**src/rtl/fu_cdb_arbiter_pkg.sv**
```systemverilog
// Shared sizes, FU indices and the per-FU result slot type for the CDB writeback arbiter.
// Pure declarations: no latency and no backpressure of its own.
package fu_cdb_arbiter_pkg;

  localparam int NUM_FU   = 7;
  localparam int CDB_W    = 2;
  localparam int DATA_W   = 64;
  localparam int PHYS_REG = 6;
  localparam int B_MASK   = 4;
  localparam int BS_PTR   = 2;
  localparam int FU_PTR_W = 3;

  localparam int FU_LDST0 = 0;
  localparam int FU_LDST1 = 1;
  localparam int FU_MULT0 = 2;
  localparam int FU_MULT1 = 3;
  localparam int FU_ALU0  = 4;
  localparam int FU_ALU1  = 5;
  localparam int FU_BR    = 6;

  typedef struct packed {
    logic                valid;
    logic [PHYS_REG-1:0] rd;
    logic [DATA_W-1:0]   value;
    logic [B_MASK-1:0]   bmask;
  } cdb_slot_t;

  function automatic logic [FU_PTR_W-1:0] ptr_inc(input logic [FU_PTR_W-1:0] p);
    return (p == FU_PTR_W'(NUM_FU - 1)) ? '0 : p + 1'b1;
  endfunction

  function automatic int unsigned count_ones(input logic [NUM_FU-1:0] v);
    int unsigned c;
    c = 0;
    for (int i = 0; i < NUM_FU; i++) c += int'(v[i]);
    return c;
  endfunction

endpackage

```
**src/rtl/fu_cdb_arbiter_pick.sv**
```systemverilog
// rr_pick2: picks the first two requesters scanning from start, wrapping modulo N.
// Purely combinational; no backpressure, the caller decides what a grant means.
module rr_pick2 #(
  parameter int N  = 7,
  parameter int PW = 3
) (
  input  logic [N-1:0]  req,
  input  logic [PW-1:0] start,
  output logic [N-1:0]  gnt0,
  output logic [N-1:0]  gnt1,
  output logic          vld0,
  output logic          vld1,
  output logic [PW-1:0] last_idx
);

  function automatic int wrap(input int s, input int i);
    int t;
    t = s + i;
    if (t >= N) t = t - N;
    return t;
  endfunction

  always_comb begin
    gnt0     = '0;
    gnt1     = '0;
    vld0     = 1'b0;
    vld1     = 1'b0;
    last_idx = start;
    for (int i = 0; i < N; i++) begin
      if (req[wrap(int'(start), i)]) begin
        if (!vld0) begin
          gnt0[wrap(int'(start), i)] = 1'b1;
          vld0                       = 1'b1;
          last_idx                   = PW'(wrap(int'(start), i));
        end else if (!vld1) begin
          gnt1[wrap(int'(start), i)] = 1'b1;
          vld1                       = 1'b1;
          last_idx                   = PW'(wrap(int'(start), i));
        end
      end
    end
  end

endmodule

```
**src/rtl/fu_cdb_arbiter.sv**
```systemverilog
// 2-wide CDB writeback arbiter over 7 FU result slots; grant to CDB valid is one cycle.
// Backpressure via fub_busy; optional CDB_PERF_EN adds saturating conflict/squash counters.
module fu_cdb_arbiter
  import fu_cdb_arbiter_pkg::*;
(
  input  logic                             clk,
  input  logic                             reset,
  input  logic [NUM_FU-1:0]                fu_done,
  input  logic [NUM_FU-1:0]                fu_has_dest,
  input  logic [NUM_FU-1:0][PHYS_REG-1:0]  fu_rd,
  input  logic [NUM_FU-1:0][DATA_W-1:0]    fu_value,
  input  logic [NUM_FU-1:0][B_MASK-1:0]    fu_bmask,
  input  logic [NUM_FU-1:0]                fu_inflight,
  input  logic                             br_branch_resolved,
  input  logic                             br_pred_wrong,
  input  logic [BS_PTR-1:0]                br_bs_ptr,
  output logic [CDB_W-1:0]                 cdb_rd_en,
  output logic [CDB_W-1:0][PHYS_REG-1:0]   cdb_rd,
  output logic [CDB_W-1:0][DATA_W-1:0]     cdb_value,
  output logic [NUM_FU-1:0]                fub_busy,
  output logic [NUM_FU-1:0]                fu_grant
`ifdef CDB_PERF_EN
  ,
  output logic [31:0]                      perf_conflict_cycles,
  output logic [31:0]                      perf_squashed
`endif
);

  cdb_slot_t [NUM_FU-1:0] slot_q;
  cdb_slot_t [NUM_FU-1:0] slot_d;
  logic [FU_PTR_W-1:0]    rr_ptr;

  logic                   mispredict;
  logic                   correct;
  logic [NUM_FU-1:0]      slot_valid;
  logic [NUM_FU-1:0]      slot_squash;
  logic [NUM_FU-1:0]      req;
  logic [NUM_FU-1:0]      wr;
  logic [NUM_FU-1:0]      cap_drop;

  logic [NUM_FU-1:0]      gnt0;
  logic [NUM_FU-1:0]      gnt1;
  logic                   vld0;
  logic                   vld1;
  logic [FU_PTR_W-1:0]    last_idx;

  logic [CDB_W-1:0][PHYS_REG-1:0] win_rd;
  logic [CDB_W-1:0][DATA_W-1:0]   win_value;

  assign mispredict = br_branch_resolved & br_pred_wrong;
  assign correct    = br_branch_resolved & ~br_pred_wrong;

  always_comb begin
    slot_valid  = '0;
    slot_squash = '0;
    cap_drop    = '0;
    for (int j = 0; j < NUM_FU; j++) begin
      slot_valid[j]  = slot_q[j].valid;
      slot_squash[j] = mispredict & slot_q[j].valid & slot_q[j].bmask[br_bs_ptr];
      cap_drop[j]    = mispredict & fu_bmask[j][br_bs_ptr];
    end
  end

  // A squashed slot is still occupied this cycle but must never reach the CDB.
  assign req = slot_valid & ~slot_squash;

  rr_pick2 #(
    .N  (NUM_FU),
    .PW (FU_PTR_W)
  ) u_pick (
    .req      (req),
    .start    (rr_ptr),
    .gnt0     (gnt0),
    .gnt1     (gnt1),
    .vld0     (vld0),
    .vld1     (vld1),
    .last_idx (last_idx)
  );

  assign fu_grant = gnt0 | gnt1;
  assign fub_busy = fu_inflight | (slot_valid & ~fu_grant);

  // A slot accepts a new result only if it is empty or draining at this edge.
  assign wr = fu_done & fu_has_dest & (~slot_valid | fu_grant);

  always_comb begin
    slot_d = slot_q;
    for (int j = 0; j < NUM_FU; j++) begin
      if (fu_grant[j] || slot_squash[j]) begin
        slot_d[j].valid = 1'b0;
      end else if (correct) begin
        slot_d[j].bmask[br_bs_ptr] = 1'b0;
      end
      if (wr[j] && !cap_drop[j]) begin
        slot_d[j].valid = 1'b1;
        slot_d[j].rd    = fu_rd[j];
        slot_d[j].value = fu_value[j];
        slot_d[j].bmask = fu_bmask[j];
        if (correct) slot_d[j].bmask[br_bs_ptr] = 1'b0;
      end
    end
  end

  always_comb begin
    win_rd    = '0;
    win_value = '0;
    for (int j = 0; j < NUM_FU; j++) begin
      if (gnt0[j]) begin
        win_rd[0]    = slot_q[j].rd;
        win_value[0] = slot_q[j].value;
      end
      if (gnt1[j]) begin
        win_rd[1]    = slot_q[j].rd;
        win_value[1] = slot_q[j].value;
      end
    end
  end

  always_ff @(posedge clk) begin
    if (reset) begin
      slot_q    <= '0;
      rr_ptr    <= '0;
      cdb_rd_en <= '0;
      cdb_rd    <= '0;
      cdb_value <= '0;
    end else begin
      slot_q    <= slot_d;
      cdb_rd_en <= {vld1, vld0};
      if (vld0) begin
        rr_ptr       <= ptr_inc(last_idx);
        cdb_rd[0]    <= win_rd[0];
        cdb_value[0] <= win_value[0];
      end
      // Idle ports keep their last tag/data; only the enable drops.
      if (vld1) begin
        cdb_rd[1]    <= win_rd[1];
        cdb_value[1] <= win_value[1];
      end
    end
  end

  assert property (@(posedge clk) disable iff (reset) !(|(fu_done & slot_valid & ~fu_grant)));

`ifdef CDB_PERF_EN
  logic [32:0] sq_sum;

  assign sq_sum = {1'b0, perf_squashed} + 33'(count_ones(slot_squash | (wr & cap_drop)));

  always_ff @(posedge clk) begin
    if (reset) begin
      perf_conflict_cycles <= '0;
      perf_squashed        <= '0;
    end else begin
      if (count_ones(slot_valid) > 32'(CDB_W) && perf_conflict_cycles != '1)
        perf_conflict_cycles <= perf_conflict_cycles + 32'd1;
      perf_squashed <= sq_sum[32] ? '1 : sq_sum[31:0];
    end
  end
`endif

endmodule

```
**config.mk**
```make
export PLATFORM = sky130hd
export DESIGN_NAME = fu_cdb_arbiter
export DESIGN_NICKNAME = d
export VERILOG_FILES = /design/src/rtl/fu_cdb_arbiter_pkg.sv /design/src/rtl/fu_cdb_arbiter_pick.sv /design/src/rtl/fu_cdb_arbiter.sv
export SDC_FILE = /design/constraint.sdc
export NUM_CORES = 2
export LEC_CHECK = 0
export CELL_PAD_IN_SITES_DETAIL_PLACEMENT = 1
export CELL_PAD_IN_SITES_GLOBAL_PLACEMENT = 1
export CORE_MARGIN = 4
export CORE_UTILIZATION = 35
export DETAILED_ROUTE_END_ITERATION = 6
export DONT_BUFFER_PORTS = 1
export GPL_TIMING_DRIVEN = 0
export HOLD_SLACK_MARGIN = 0.05
export PLACE_DENSITY_LB_ADDON = 0.05
export SETUP_SLACK_MARGIN = 0.15
export SYNTH_ARGS = -nofsm -noshare
export SYNTH_HDL_FRONTEND = slang
export SYNTH_SLANG_ARGS = --single-unit
```
**constraint.sdc**
```tcl
create_clock -name clk -period 15.15 [get_ports clk]
set_input_delay 3.03 -clock clk [delete_from_list [all_inputs] [get_ports clk]]
set_output_delay 3.03 -clock clk [all_outputs]
set_load 0.02 [all_outputs]
```
==> key figures <==
Worst setup path
  • Crit path DAT: 8.52 ns
  • Worst Reg2Reg Path Length in Cells: 19
  • WP buf/inv: 3
  • Reg2reg setup slack: 7.03 ns
  • Crit. End Element: primary output
  • CP cell instances: buf_4 > nand3b_4 > buf_2 > o221ai_1 > o21ai_0 > o311ai_1 > nor3_1 > clkbuf_1 > nor2_1 > a221oi_4 > nor2_1 > a221oi_4 > and2_1 > a21o_1
  • Delay-heaviest family, CP: compound AO/OA/AOI/OAI gates
  • Critical path's slowest cell: a221oi_4
  • Critical path peak fanout: 10
  • FF-to-FF End: cdb_value[118]$_SDFFE_PP0P_
  • Setup crit start: br_bs_ptr[0]
  • Critical Path RT: 12.12 ns
  • FF-to-FF Start: rr_ptr[1]$_SDFFE_PP0P_
  • Crit path capture: fub_busy[6]
  • Critical Path Max Stage Delay: around 1.2 ns
  • Critical path depth: 14
  • WS Path Type: in2out
  • Crit path launch type: input port

STA
  • FMAX: 86.6 MHz
  • Final WS setup: 3.60 ns
  • Tightest Pin Transition: 1.50 ns
  • Final Skew: 0.0455 ns
  • Final setup vio count: 0
  • Slew Limit Headroom: -0.0140%
  • Final min period: 11.55 ns
  • RSZ-0062 raised after global routing: false
  • Max Slew Vio Count: 6
  • Setup TNS after final layout: 0 ns
  • Final Hold Viols: 0
  • Fraction of the cycle the final worst path needs: 76.2%

Synth
  • YS warnings: 0
  • Syn_area_per_cell: 8.57 um^2
  • Mapped Cells: about 4000
  • Synth Cell Area: about 34000 um^2
  • Part of the Yosys area used for sequential elements: 39.2%
  • Async set or reset register ratio after synthesis: 0%
  • Area leader, netlist: dfxtp_1
  • Yosys top cell area share: 39.2%
  • Synth Register Bits: 670
  • Number of synthesized flops with an enable pin: 0
  • Net Count, Synth: 4560
  • Synth Flop Type: dfxtp_1
  • Largest cells by area after synthesis: dfxtp_1, mux2i_1, a21oi_1
  • Netlist cell types: 93

Run
  • Max_cap viols: 1

Min path
  • Worst hold-check path type: reg2reg
  • Hold Path Cell Cnt: 2

Clock tree
  • Clock Latency Late Sink: 0.67 ns
  • Cts repair resizes: 0
  • H-tree Lvls: 3
  • Max Root-Sink Buffers: 3
  • CTS tree: done
  • Post-CTS Hold Buffers: 0
  • Post-CTS setup buffers: 0
  • Clock Tree Root: clkbuf_16
  • Num Clock Sinks: 670
  • CTS buffer count: between 80 and 90
  • Clk slew on worst S/H paths: approximately 0.06 ns

GRT
  • First-pass GRT wire length: 263000 um
  • Initial antenna violation count: 94
  • All-Layer GR Usage: 35.3%
  • Largest net degree at the start of global routing: 13
  • GRT overflow: 0
  • Number of global-route vias before repair: 34309

Drt
  • Initial DRC Count: between 2000 and 3000
  • # DRC: 0
  • WL/cell: 34.5 um
  • Vias: 34262
  • Wirelength, routed: 189000 um
  • Vias/cell: approximately 6.2
  • Drt pass-1 iters: 6
  • ANT nets after route: 0

Cells and area
  • Layout cell share with drive strength beyond 1: about a tenth
  • NumNets Final: 4652
  • Area Growth Syn to Fin: 13.6%
  • FILL cells: ~11000

Floorplanning
  • Core area: 96900 um^2
  • Die area: roughly 100000 um^2
  • Site Rows: 114
  • Initial Util: 35.3%
  • Die Y: 321 um
  • Die width: 321 um
  • Ports: 701

Outcome
  • Failing checks: capacitance limit, slew limit
  • Status: complete, but fails checks

Power
  • Peak VDD IR: between 0.00015 and 0.0002 V
  • Leakage: 13.7 nW
  • PwrDens: 332 nW/um^2

Placement
  • Pre-CTS WS: 3.72 ns
  • Port bufs: 0
  • RD Place Congestion: 0.945
  • DPL Wire Length: 149000 um
==> per-stage QoR <==
step           hold WS [ns]  utilization (%)  std cells  cell area (um^2)  power [mW]
6_report              0.473             40.1       5486             38900        12.9
2_1_floorplan         0.450                -       3990             34200        7.79
4_1_cts               0.473             39.9       5414             38700        12.7
3_5_place_dp          0.465             37.1       5274             36000        10.7
3_3_place_gp          0.462             37.0       5266             35800        10.6
5_1_grt               0.493             40.1       5463             38800        13.6
==> how the worst min path moves through the flow <==
stage	from	endpoint	slack, ns
final	slot_q[37]$_SDFFE_PP0P_	slot_q[37]$_SDFFE_PP0P_	0.47
after global routing	slot_q[64]$_SDFFE_PP0P_	slot_q[64]$_SDFFE_PP0P_	0.49
after CTS	slot_q[55]$_SDFFE_PP0P_	slot_q[55]$_SDFFE_PP0P_	0.47
after detailed placement	slot_q[55]$_SDFFE_PP0P_	slot_q[55]$_SDFFE_PP0P_	0.47
after global placement	slot_q[61]$_SDFFE_PP0P_	slot_q[61]$_SDFFE_PP0P_	0.46
after floorplan	slot_q[10]$_SDFFE_PP0P_	slot_q[10]$_SDFFE_PP0P_	0.45
==> metal layers <==
| metal | wire length [um] | up-vias | part of all wire, % | GRT usage (%) |
|---|---|---|---|---|
| met2 | 87600 | 1497 | 46 | 56.9 |
| met3 | 17700 | 358 | 9.3 | 11.9 |
| met5 | 245 | - | 0.13 | 0 |
| met4 | 8080 | 38 | 4.3 | 16.2 |
| met1 | 75600 | 17263 | 40 | 42.6 |
| li1 | - | 15106 | - | - |
==> power by group <==
group	internal (mW)	switching [mW]	total (mW)
Sequential	2.03	0.345	2.37
Combinational	2.98	5.50	8.49
Clock	1.20	0.837	2.04
Total	6.21	6.68	12.9
==> flip-flops by register name, indices dropped and copies added, names as in the netlist <==
name,cells
cdb_rd_en,2
rr_ptr,3
slot_q,525
cdb_rd,12
cdb_value,128
==> cell usage after synthesis, types with 6 or more instances <==
| master | instances |
|---|---|
| dfxtp_1 | 670 |
| nand2_1 | 487 |
| nor2_1 | 479 |
| a21oi_1 | 394 |
| mux2i_1 | 312 |
| clkbuf_1 | 250 |
| nand2b_1 | 152 |
| o221ai_1 | 148 |
| a221oi_1 | 144 |
| buf_2 | 84 |
| o221a_2 | 77 |
| o31ai_1 | 77 |
| a22oi_1 | 75 |
| a221o_1 | 73 |
| a31o_2 | 54 |
| nand3_1 | 41 |
| nor3_1 | 37 |
| o21ai_0 | 33 |
| ha_1 | 24 |
| inv_1 | 23 |
| a31o_1 | 20 |
| a31oi_1 | 20 |
| a211oi_1 | 19 |
| buf_4 | 17 |
| o211ai_1 | 17 |
| nor2b_1 | 15 |
| and3_1 | 14 |
| xnor2_1 | 12 |
| buf_1 | 11 |
| nor4_1 | 11 |
| or3_1 | 11 |
| a21o_1 | 10 |
| and2_1 | 10 |
| buf_6 | 10 |
| mux2_2 | 9 |
| o21a_1 | 8 |
| mux4_2 | 7 |
| o211a_1 | 7 |
| a211o_1 | 6 |
| nand4_1 | 6 |
| nand4b_1 | 6 |
==> worst reg2reg max path: cells and delay by family (launching register included) <==
kind                       cells  cell delay, ns
buffers and inverters          7            3.26
and+or+nand+nor                5            1.80
AOI/OAI and AO/OA              6            1.79
DFF                            1            0.57
adders and majority gates      1            0.55
==> cells by family (layout without fill, tap and decap cells) <==
| logic type | count (synthesis) | count (layout) | share of synthesized area, % |
|---|---|---|---|
| buf+inv | 396 | 544 | 5.06 |
| compound gates | 1253 | 1253 | 27.7 |
| xor+xnor | 16 | 16 | 0.410 |
| flops | 670 | 670 | 39.2 |
| other cells | 0 | 72 | 0 |
| fa+ha+maj | 25 | 25 | 0.936 |
| simple gates | 1301 | 1301 | 16.7 |
| mux | 329 | 329 | 9.93 |
==> cell usage in the layout, fill, tap and decap left out, types with 12 or more instances in the layout <==
cell type,synthesis,layout
o211ai_1,17,17
a31oi_1,20,20
diode_2,0,72
and3_1,14,14
a22oi_1,75,75
nor3_1,37,34
nor2_1,479,478
nand3_1,41,41
clkbuf_8,0,17
nand2_1,487,487
a31o_2,54,54
buf_2,84,84
buf_6,10,13
xnor2_1,12,12
o221ai_1,148,148
buf_4,17,17
nor2b_1,15,15
a221oi_1,144,144
o221a_2,77,77
ha_1,24,24
o21ai_0,33,33
a21oi_1,394,393
inv_1,23,23
nand2b_1,152,152
clkbuf_1,250,268
a221o_1,73,73
a211oi_1,19,19
o31ai_1,77,77
a31o_1,20,20
mux2i_1,312,312
dfxtp_1,670,670
clkbuf_16,0,84
==> cell type report <==
| class | instances | area (um^2) | area share [%] |
|---|---|---|---|
| Inverter | 24 | 90.1 | 0.232 |
| Buffer | 372 | 1640 | 4.23 |
| Timing Repair Buffer | 8 | 109 | 0.280 |
| Antenna cell | 72 | 180 | 0.464 |
| Tap cell | 1276 | 1600 | 4.11 |
| Sequential cell | 670 | 13400 | 34.5 |
| Multi-Input combinational cell | 2924 | 19100 | 49.2 |
| Clock inverter | 19 | 303 | 0.779 |
| Clock buffer | 121 | 2410 | 6.21 |
No activity file was read; power rests on OpenSTA's default activity.
